### src/rtl/mem_port_arbiter_if.sv
// mem_port_arbiter_if: fetch port, data port, shared memory and stall bundle.
// slave = arbiter view; master = pipeline/memory view.
interface mem_port_arbiter_if;
   logic        if_req;
   logic [31:0] if_addr;
   logic        if_gnt;
   logic        if_ack;
   logic [31:0] if_rdata;
   logic        d_req;
   logic        d_we;
   logic [31:0] d_addr;
   logic [31:0] d_wdata;
   logic        d_gnt;
   logic        d_ack;
   logic [31:0] d_rdata;
   logic        mem_en;
   logic        mem_we;
   logic [31:0] mem_addr;
   logic [31:0] mem_wdata;
   logic [31:0] mem_rdata;
   logic        stall_if;
   logic        stall_mem;
   logic        busy;

   modport slave (
      input  if_req, if_addr,
      input  d_req, d_we, d_addr, d_wdata,
      input  mem_rdata,
      output if_gnt, if_ack, if_rdata,
      output d_gnt, d_ack, d_rdata,
      output mem_en, mem_we, mem_addr, mem_wdata,
      output stall_if, stall_mem, busy
   );

   modport master (
      output if_req, if_addr,
      output d_req, d_we, d_addr, d_wdata,
      output mem_rdata,
      input  if_gnt, if_ack, if_rdata,
      input  d_gnt, d_ack, d_rdata,
      input  mem_en, mem_we, mem_addr, mem_wdata,
      input  stall_if, stall_mem, busy
   );
endinterface

### src/rtl/mem_port_arbiter.sv
// mem_port_arbiter: one transaction at a time between fetch and data ports.
// Define MEM_PORT_ARB_STARVE_EN to build the fetch-starvation override.
module mem_port_arbiter #(
   parameter int unsigned MEM_LAT    = 2,
   parameter int unsigned STARVE_MAX = 4
) (
   input logic               clk,
   input logic               rst,
   mem_port_arbiter_if.slave bus
);
   typedef enum logic [2:0] {
      S_IDLE,
      S_ISSUE,
      S_WAIT,
      S_CAPT,
      S_RESP
   } state_t;

   localparam logic [2:0] WAIT_INIT = 3'(MEM_LAT - 1);

   state_t      state;
   logic        owner_if;
   logic        we_q;
   logic [2:0]  wait_cnt;
   logic [31:0] addr_q;
   logic [31:0] wdata_q;
   logic [31:0] if_rdata_q;
   logic [31:0] d_rdata_q;
   logic        mem_en_q;
   logic        mem_we_q;
   logic        if_ack_q;
   logic        d_ack_q;
   logic        busy_q;

   logic        arb;
   logic        if_pend;
   logic        d_pend;
   logic        pick_if;
   logic        pick_d;
   logic        starved;

   // A port in its own ack cycle is not competing for the next grant.
   assign if_pend = bus.if_req & ~if_ack_q;
   assign d_pend  = bus.d_req & ~d_ack_q;
   assign arb     = rst & ((state == S_IDLE) | (state == S_RESP));
   assign pick_if = arb & if_pend & (~d_pend | starved);
   assign pick_d  = arb & d_pend & ~pick_if;

`ifdef MEM_PORT_ARB_STARVE_EN
   logic [3:0] starve_cnt;

   assign starved = (starve_cnt == 4'(STARVE_MAX));

   // Count data wins over a waiting fetch; any fetch win or idle fetch clears.
   always_ff @(posedge clk) begin
      if (!rst) begin
         starve_cnt <= '0;
      end else if (arb) begin
         if (pick_if | ~if_pend)
            starve_cnt <= '0;
         else if (pick_d & ~starved)
            starve_cnt <= starve_cnt + 4'd1;
      end
   end
`else
   // Strict data-over-fetch priority; the starvation cap has no effect.
   wire [3:0] unused_starve_max = 4'(STARVE_MAX);

   assign starved = 1'b0;
`endif

   // Transaction FSM with registered memory strobes, acks and read data.
   always_ff @(posedge clk) begin
      if (!rst) begin
         state      <= S_IDLE;
         owner_if   <= 1'b0;
         we_q       <= 1'b0;
         wait_cnt   <= '0;
         addr_q     <= '0;
         wdata_q    <= '0;
         if_rdata_q <= '0;
         d_rdata_q  <= '0;
         mem_en_q   <= 1'b0;
         mem_we_q   <= 1'b0;
         if_ack_q   <= 1'b0;
         d_ack_q    <= 1'b0;
         busy_q     <= 1'b0;
      end else begin
         mem_en_q <= 1'b0;
         mem_we_q <= 1'b0;
         if_ack_q <= 1'b0;
         d_ack_q  <= 1'b0;
         unique case (state)
            S_IDLE, S_RESP: begin
               if (pick_if | pick_d) begin
                  state    <= S_ISSUE;
                  owner_if <= pick_if;
                  we_q     <= pick_d & bus.d_we;
                  addr_q   <= pick_if ? bus.if_addr : bus.d_addr;
                  if (pick_d)
                     wdata_q <= bus.d_wdata;
                  mem_en_q <= 1'b1;
                  mem_we_q <= pick_d & bus.d_we;
                  busy_q   <= 1'b1;
               end else begin
                  state  <= S_IDLE;
                  busy_q <= 1'b0;
               end
            end
            S_ISSUE: begin
               if (MEM_LAT <= 1) begin
                  state <= S_CAPT;
               end else begin
                  state    <= S_WAIT;
                  wait_cnt <= WAIT_INIT;
               end
            end
            S_WAIT: begin
               if (wait_cnt <= 3'd1)
                  state <= S_CAPT;
               else
                  wait_cnt <= wait_cnt - 3'd1;
            end
            S_CAPT: begin
               state <= S_RESP;
               if (owner_if) begin
                  if_rdata_q <= bus.mem_rdata;
                  if_ack_q   <= 1'b1;
               end else begin
                  d_rdata_q <= we_q ? 32'd0 : bus.mem_rdata;
                  d_ack_q   <= 1'b1;
               end
            end
            default: begin
               state  <= S_IDLE;
               busy_q <= 1'b0;
            end
         endcase
      end
   end

   assign bus.if_gnt    = pick_if;
   assign bus.d_gnt     = pick_d;
   assign bus.if_ack    = if_ack_q;
   assign bus.d_ack     = d_ack_q;
   assign bus.if_rdata  = if_rdata_q;
   assign bus.d_rdata   = d_rdata_q;
   assign bus.mem_en    = mem_en_q;
   assign bus.mem_we    = mem_we_q;
   assign bus.mem_addr  = addr_q;
   assign bus.mem_wdata = wdata_q;
   assign bus.stall_if  = rst & if_pend;
   assign bus.stall_mem = rst & d_pend;
   assign bus.busy      = busy_q;
endmodule
### src/flat_wrapper.sv
// flat-port wrapper written by rule: the top's interface ports become plain ports
module mem_port_arbiter_flat 
#(
   parameter int unsigned MEM_LAT    = 2,
   parameter int unsigned STARVE_MAX = 4
)
  (clk, rst, bus_if_req, bus_if_addr, bus_d_req, bus_d_we, bus_d_addr, bus_d_wdata, bus_mem_rdata, bus_if_gnt, bus_if_ack, bus_if_rdata, bus_d_gnt, bus_d_ack, bus_d_rdata, bus_mem_en, bus_mem_we, bus_mem_addr, bus_mem_wdata, bus_stall_if, bus_stall_mem, bus_busy);
  mem_port_arbiter_if bus_i ();
  input logic clk;
  input logic rst;
  input wire logic [$bits(bus_i.if_req)-1:0] bus_if_req;
  input wire logic [$bits(bus_i.if_addr)-1:0] bus_if_addr;
  input wire logic [$bits(bus_i.d_req)-1:0] bus_d_req;
  input wire logic [$bits(bus_i.d_we)-1:0] bus_d_we;
  input wire logic [$bits(bus_i.d_addr)-1:0] bus_d_addr;
  input wire logic [$bits(bus_i.d_wdata)-1:0] bus_d_wdata;
  input wire logic [$bits(bus_i.mem_rdata)-1:0] bus_mem_rdata;
  output wire logic [$bits(bus_i.if_gnt)-1:0] bus_if_gnt;
  output wire logic [$bits(bus_i.if_ack)-1:0] bus_if_ack;
  output wire logic [$bits(bus_i.if_rdata)-1:0] bus_if_rdata;
  output wire logic [$bits(bus_i.d_gnt)-1:0] bus_d_gnt;
  output wire logic [$bits(bus_i.d_ack)-1:0] bus_d_ack;
  output wire logic [$bits(bus_i.d_rdata)-1:0] bus_d_rdata;
  output wire logic [$bits(bus_i.mem_en)-1:0] bus_mem_en;
  output wire logic [$bits(bus_i.mem_we)-1:0] bus_mem_we;
  output wire logic [$bits(bus_i.mem_addr)-1:0] bus_mem_addr;
  output wire logic [$bits(bus_i.mem_wdata)-1:0] bus_mem_wdata;
  output wire logic [$bits(bus_i.stall_if)-1:0] bus_stall_if;
  output wire logic [$bits(bus_i.stall_mem)-1:0] bus_stall_mem;
  output wire logic [$bits(bus_i.busy)-1:0] bus_busy;
  assign bus_i.if_req = bus_if_req;
  assign bus_i.if_addr = bus_if_addr;
  assign bus_i.d_req = bus_d_req;
  assign bus_i.d_we = bus_d_we;
  assign bus_i.d_addr = bus_d_addr;
  assign bus_i.d_wdata = bus_d_wdata;
  assign bus_i.mem_rdata = bus_mem_rdata;
  assign bus_if_gnt = bus_i.if_gnt;
  assign bus_if_ack = bus_i.if_ack;
  assign bus_if_rdata = bus_i.if_rdata;
  assign bus_d_gnt = bus_i.d_gnt;
  assign bus_d_ack = bus_i.d_ack;
  assign bus_d_rdata = bus_i.d_rdata;
  assign bus_mem_en = bus_i.mem_en;
  assign bus_mem_we = bus_i.mem_we;
  assign bus_mem_addr = bus_i.mem_addr;
  assign bus_mem_wdata = bus_i.mem_wdata;
  assign bus_stall_if = bus_i.stall_if;
  assign bus_stall_mem = bus_i.stall_mem;
  assign bus_busy = bus_i.busy;
  mem_port_arbiter #(.MEM_LAT(MEM_LAT), .STARVE_MAX(STARVE_MAX)) u_core (.clk(clk), .rst(rst), .bus(bus_i));
endmodule
### config.mk
export PLATFORM = sky130hd
export DESIGN_NAME = mem_port_arbiter_flat
export DESIGN_NICKNAME = d
export VERILOG_FILES = /design/src/rtl/mem_port_arbiter_if.sv /design/src/rtl/mem_port_arbiter.sv /design/src/flat_wrapper.sv
export SDC_FILE = /design/constraint.sdc
export NUM_CORES = 1
export LEC_CHECK = 0
export ABC_AREA = 1
export CORE_ASPECT_RATIO = 0.7
export CORE_MARGIN = 4
export CORE_UTILIZATION = 30
export DETAILED_ROUTE_END_ITERATION = 8
export PLACE_DENSITY = 0.66
export REMOVE_ABC_BUFFERS = 1
export SETUP_SLACK_MARGIN = 0.15
export SYNTH_ARGS = -nofsm -noshare
export SYNTH_HDL_FRONTEND = slang
export SYNTH_SLANG_ARGS = --single-unit
### constraint.sdc
create_clock -name clk -period 1.3 [get_ports clk]
set_input_delay 0.13 -clock clk [delete_from_list [all_inputs] [get_ports clk]]
set_output_delay 0.13 -clock clk [all_outputs]
set_load 0.05 [all_outputs]
Word-level counts from Yosys, hierarchy flattened

Index checks and enable logic that the tools add are counted.
Widths: inputs -> output; s select.

Bits in read-only memories: 0
Latch bits: 0
Logic and storage cells: 61
Input bits: 133
Flip-flop bits (word level): 141
RAM bits: 0
Memories kept: 0
Output and inout bits: 137

$add $sub $neg: 1
$lt $le $gt $ge: 1
Reduce and logical (&&, ||, !) cells: 12
Shift operators: 0
Eq/ne operators: 6
Div/mod/pow operators: 0
Multipliers: 0
Muxes and demuxes: 11
Bitwise operators: 17

Operator list:

| kind                | number |
|---|---|
| $mux 32             | 2 |
| $pmux 3 s4          | 1 |
| $reduce_and 2->1    | 6 |
| $and 1x1->1         | 10 |
| $eq 3x2->1 const B  | 2 |
| $mux 3              | 2 |
| $pmux 3 s2          | 1 |
| $reduce_and 3->1    | 2 |
| $not 1->1           | 5 |
| $mux 1              | 4 |
| $eq 3x1->1 const B  | 1 |
| $eq 3x3->1 const B  | 1 |
| $le 3x1->1 const B  | 1 |
| $logic_not 3->1     | 1 |
| $reduce_or 3->1     | 1 |
| $sub 3x1->3 const B | 1 |
| $ne 2x1->1 const B  | 1 |
| $ne 2x2->1 const B  | 1 |
| $or 1x1->1          | 2 |
| $pmux 1 s2          | 1 |
| $reduce_bool 2->1   | 1 |
| $reduce_or 2->1     | 1 |

Depth between registers and ports, before layout

Depth after elaboration: 10
Mapped depth: 9
Depth with buffers taken out: 8

Least setup slack after synthesis

Ideal clock, no wire load.

Path type: flip-flop to flip-flop
Start: register u_core.d_ack_q, in the netlist u_core.bus.d_ack
End: register u_core.wdata_q[22], in the netlist u_core.bus.mem_wdata[22]
Data required time: 1240 ps
Arrival: 1990 ps
Library setup time: 60 ps
Stages on the path, launching flop included: 9
Path slack: -749 ps
Clock period less this slack: 2049 ps
Buffers on the path: 1
Path through: dfxtp_1 inv_1 nand2_1 nor2_2 nand2_2 clkinv_1 buf_2 nand2_1 nand2_1

Longest elaborated chain between the ends: 8
Elaborated cells between the ends (all ways): 9
Those cells by class: bitwise: 8; reduce/logical: 1

RTL lines:

| item                           | line                    | RTL |
|---|---|---|
| start, declared                | mem_port_arbiter.sv:32  | `logic d_ack_q;` |
| start signal, assigned         | mem_port_arbiter.sv:86  | `d_ack_q <= 1'b0;` |
| start signal, assigned         | mem_port_arbiter.sv:92  | `d_ack_q <= 1'b0;` |
| start signal, assigned         | mem_port_arbiter.sv:131 | `d_ack_q <= 1'b1;` |
| $not 1->1 (*)                  | mem_port_arbiter.sv:44  | `assign d_pend = bus.d_req & ~d_ack_q;` |
| $and 1x1->1 (*)                | mem_port_arbiter.sv:44  |  |
| $not 1->1                      | mem_port_arbiter.sv:46  | `assign pick_if = arb & if_pend & (~d_pend \| starved);` |
| $and 1x1->1                    | mem_port_arbiter.sv:46  |  |
| $not 1->1                      | mem_port_arbiter.sv:47  | `assign pick_d = arb & d_pend & ~pick_if;` |
| $and 1x1->1 (*)                | mem_port_arbiter.sv:47  |  |
| named net bus_d_gnt            | flat_wrapper.sv:21      | `output wire logic [$bits(bus_i.d_gnt)-1:0] bus_d_gnt;` |
| $or 1x1->1                     | mem_port_arbiter.sv:95  | `if (pick_if \| pick_d) begin` |
| $reduce_and 3->1 (no line) (*) | -                       |  |
| end signal, assigned           | mem_port_arbiter.sv:101 | `wdata_q <= bus.d_wdata;` |
| end, declared                  | mem_port_arbiter.sv:26  | `logic [31:0] wdata_q;` |

Mark *: on every way through the listed nets, which the timed path passes. The rest lies on a longest branch.
A chain may end at the register's enable or synchronous reset.

Worst setup path in the final report

Start: register u_core.if_ack_q, in the netlist u_core.bus.if_ack
End: output bus_if_gnt

Longest elaborated chain between the ends: 4

RTL lines:

| item                     | line                    | RTL |
|---|---|---|
| start, declared          | mem_port_arbiter.sv:31  | `logic if_ack_q;` |
| start signal, assigned   | mem_port_arbiter.sv:85  | `if_ack_q <= 1'b0;` |
| start signal, assigned   | mem_port_arbiter.sv:91  | `if_ack_q <= 1'b0;` |
| start signal, assigned   | mem_port_arbiter.sv:128 | `if_ack_q <= 1'b1;` |
| $not 1->1                | mem_port_arbiter.sv:43  | `assign if_pend = bus.if_req & ~if_ack_q;` |
| $and 1x1->1              | mem_port_arbiter.sv:43  |  |
| $and 1x1->1 (2 in a row) | mem_port_arbiter.sv:46  |  |
| end, declared            | flat_wrapper.sv:18      | `output wire logic [$bits(bus_i.if_gnt)-1:0] bus_if_gnt;` |

Every way passes these cells.

==> impl_metrics.py <==
metrics = {
    "setup_path": {
        "cp-end-kind": "primary output",
        "worst-path-max-fanout": 4,
        "regToRegSetupSlack_ns": -0.20,
        "crit_required_ns": 1.17,
        "worstSetupPathType": "register to primary output",
        "rr_startpoint": "u_core.state[1]$_SDFFE_PN0P_",
        "crit_arrival_ns": 1.37,
        "crit_path_start": "u_core.bus.if_ack$_SDFF_PN0_",
        "cp-start-kind": "register",
    },
    "sta": {
        "whs_ns": 0.264,
        "relSlewSlack_pct": 47.8,
        "setup_viol": 135,
        "setup_slack_ns": -0.203,
        "finalSetupTns_ns": -15.72,
        "clock-skew-final_ns": 0.0155,
        "layout_min_cycle_time_ns": 1.50,
        "slew_viol_final": 0,
        "maxClockFrequency_ghz": 0.665,
        "fin_crit_sh_pct": 116,
        "worst-slew-pin-transition_ns": 0.784,
        "hold_viol": 0,
        "rsz0062_at_grt": "yes",
    },
    "clocking": {
        "cts_htree_levels": 4,
        "cts.sinks": 141,
        "cts_tree": "built",
        "ctsLongestPathBuffers": 2,
        "clk_latency_ns": 0.42,
        "cts_buffers": 17,
        "holdBufCountCts": 0,
        "clockRootBuffer": "clkbuf_16",
        "cts.clk_slew.worst_paths_ns": 0.06,
    },
    "power_and_ir_drop": {
        "ir_worst_vdd_mv": 0.846,
        "power_per_cell_area_nw_per_um2": 1130,
        "p_leak_nw": 5.20,
    },
    "synth": {
        "ys_top_cells_by_area": "dfxtp_1 50%, nand2_1 11%, nand3_1 8.9%",
        "netlist_instances": 772,
        "synth_common_cells": "173 x nand2_1, 141 x dfxtp_1, 101 x nand3_1",
        "async_flop_share_pct": 0,
        "synth_cell_types": 21,
        "synth_edf_count": 0,
        "ys_seq_area_share_pct": 49.9,
        "synth_seq_cells": 141,
        "synthesis.area_um2": 5660,
        "yosys.area.top_type": "dfxtp_1",
        "synth_warnings": 0,
        "yosys_most_used_dff": "dfxtp_1",
        "yosysMostFrequentCell": "nand2_1",
        "syn_avg_cell_area_um2": 7.33,
        "synth_top_area_share_pct": 49.9,
    },
    "floorplanning": {
        "dieArea_um2": 21200,
        "row_count": 41,
        "boundaryPins": 270,
        "initial_core_util_pct": 31.0,
        "fp.dieW_um": 172,
        "die_h_um": 123,
        "core-area_um2": 18300,
    },
    "routing": {
        "ant_nets": 0,
        "post_drt_wl_per_cell_um": 18.9,
        "via_count": 6629,
        "drtPass1Iterations": 5,
        "viasPerCell": 4.96,
        "drtIter0Drc": 376,
        "remaining_drc_errors": 0,
        "wl_um": 25200,
    },
    "min_path": {
        "worstHoldStart": "rst",
        "hold_class": "primary input to register",
    },
    "layout": {
        "instances_no_fill": 1336,
        "synthToLayoutAreaGrowth_pct": 127,
        "fin_nets": 1225,
        "diodes": 0,
        "final_layout_size_suffix_gt1_share_pct": 44.2,
        "post-route-util_pct": 70.3,
    },
    "grt": {
        "grt_max_degree": 53,
        "overflow": 0,
        "grtUsageTotal_pct": 22.7,
        "grt_pass1_vias": 6588,
        "antenna_found_initial": 0,
        "grt_pass1_wl_um": 37000,
    },
    "placed_design": {
        "dp_hpwl_um": 15000,
        "place.gp.congestion": 0.773,
        "pre_cts_slack_ns": -0.419,
        "io_buffers": 269,
        "dp_cells": 1260,
    },
    "status": {
        "status": "finished with violations",
        "failed_checks": "setup timing",
    },
    "job": {
        "cap_violations": 0,
    },
}
==> power by group <==
part	switching [W]	total [W]	internal, W	leakage (nW)
combinational	0.00231	0.00451	0.00221	3.75
clock	0.00188	0.00511	0.00323	0.298
sequential	0.000310	0.00493	0.00462	1.16
==> critical path: stages, from the launching register on <==
cell and delay, ns:
dfxtp_2 0.34, nor2_4 0.10, buf_12 0.14, nand3_4 0.08
buf_12 0.14, clkinv_8 0.04, buf_12 0.12
==> cell usage in the layout (no fill, tap or decap), drive strengths merged <==
cell / count
clkinvlp: 1
nand4: 33
bufinv: 4
nand3: 103
clkbuf: 21
xnor2: 1
clkinv: 8
clkdlybuf4s50: 131
inv: 78
o21ai: 57
bufbuf: 1
ha: 2
nor2: 43
dfxtp: 141
nand3b: 1
a21oi: 78
nand2: 176
buf: 221
==> flip-flops by register name, summed over array words and instances (netlist names) <==
signal,cells
u_core.bus.d_ack,1
u_core.bus.if_ack,1
u_core.wait_cnt,3
u_core.bus.if_rdata,32
u_core.bus.d_rdata,32
u_core.owner_if,1
u_core.bus.mem_addr,32
u_core.bus.mem_we,1
u_core.we_q,1
u_core.bus.mem_en,1
u_core.bus.mem_wdata,32
u_core.bus.busy,1
u_core.state,3
==> final cells by class <==
cell class                      instances  area [µm²]
Timing Repair Buffer                  356        5460
Fill cell                            1303        5430
Multi-Input combinational cell        494        3300
Sequential cell                       141        2840
Clock buffer                           18         439
Inverter                               80         337
Tap cell                              236         295
Clock inverter                         11         169
==> final timing paths <==
| kind | to | cells past startpoint |
|---|---|---|
| worst max register to register | u_core.bus.mem_addr[21]$_SDFFE_PN0P_ | 9 |
| worst min-delay path | u_core.bus.d_rdata[31]$_SDFFE_PN0P_ | 4 |
| worst max-delay path | bus_if_gnt | 6 |
| worst min register to register | u_core.we_q$_SDFFE_PN0P_ | 2 |
==> cells by family (layout without fill, tap and decap cells) <==
| family | count (synthesis) | after routing | share of synthesized area, % |
|---|---|---|---|
| AO/OA/AOI/OAI | 135 | 135 | 11.9 |
| XOR/XNOR | 1 | 1 | 0.155 |
| adder cells (fa/ha/maj) | 2 | 2 | 0.442 |
| buffers and inverters | 137 | 465 | 9.44 |
| flip-flops | 141 | 141 | 49.9 |
| AND/OR/NAND/NOR | 356 | 356 | 28.2 |
==> metrics by stage <==
stage	area (µm²)	power, W
6_report	12800	0.0146
5_1_grt	12800	0.0151
4_1_cts	12200	0.0144
3_5_place_dp	10200	0.00867
3_3_place_gp	10200	0.00864
2_1_floorplan	5430	0.00646
==> repair_timing <==
item                                    CTS  global route
gates cloned                             17             3
resized for setup                       226           142
endpoints found under the setup margin  143           151
pin swaps                                56            57
setup buffers                            25             2
==> layer usage <==
metal	part of all wire, %	vias up	GRT usage [%]
li1	-	3182	-
met1	43	3155	29.5
met2	48	260	36.8
met3	7.7	32	6.20
met4	1.7	0	7.17
met5	0	-	0
Note: power is estimated with default switching activity, not from simulation.
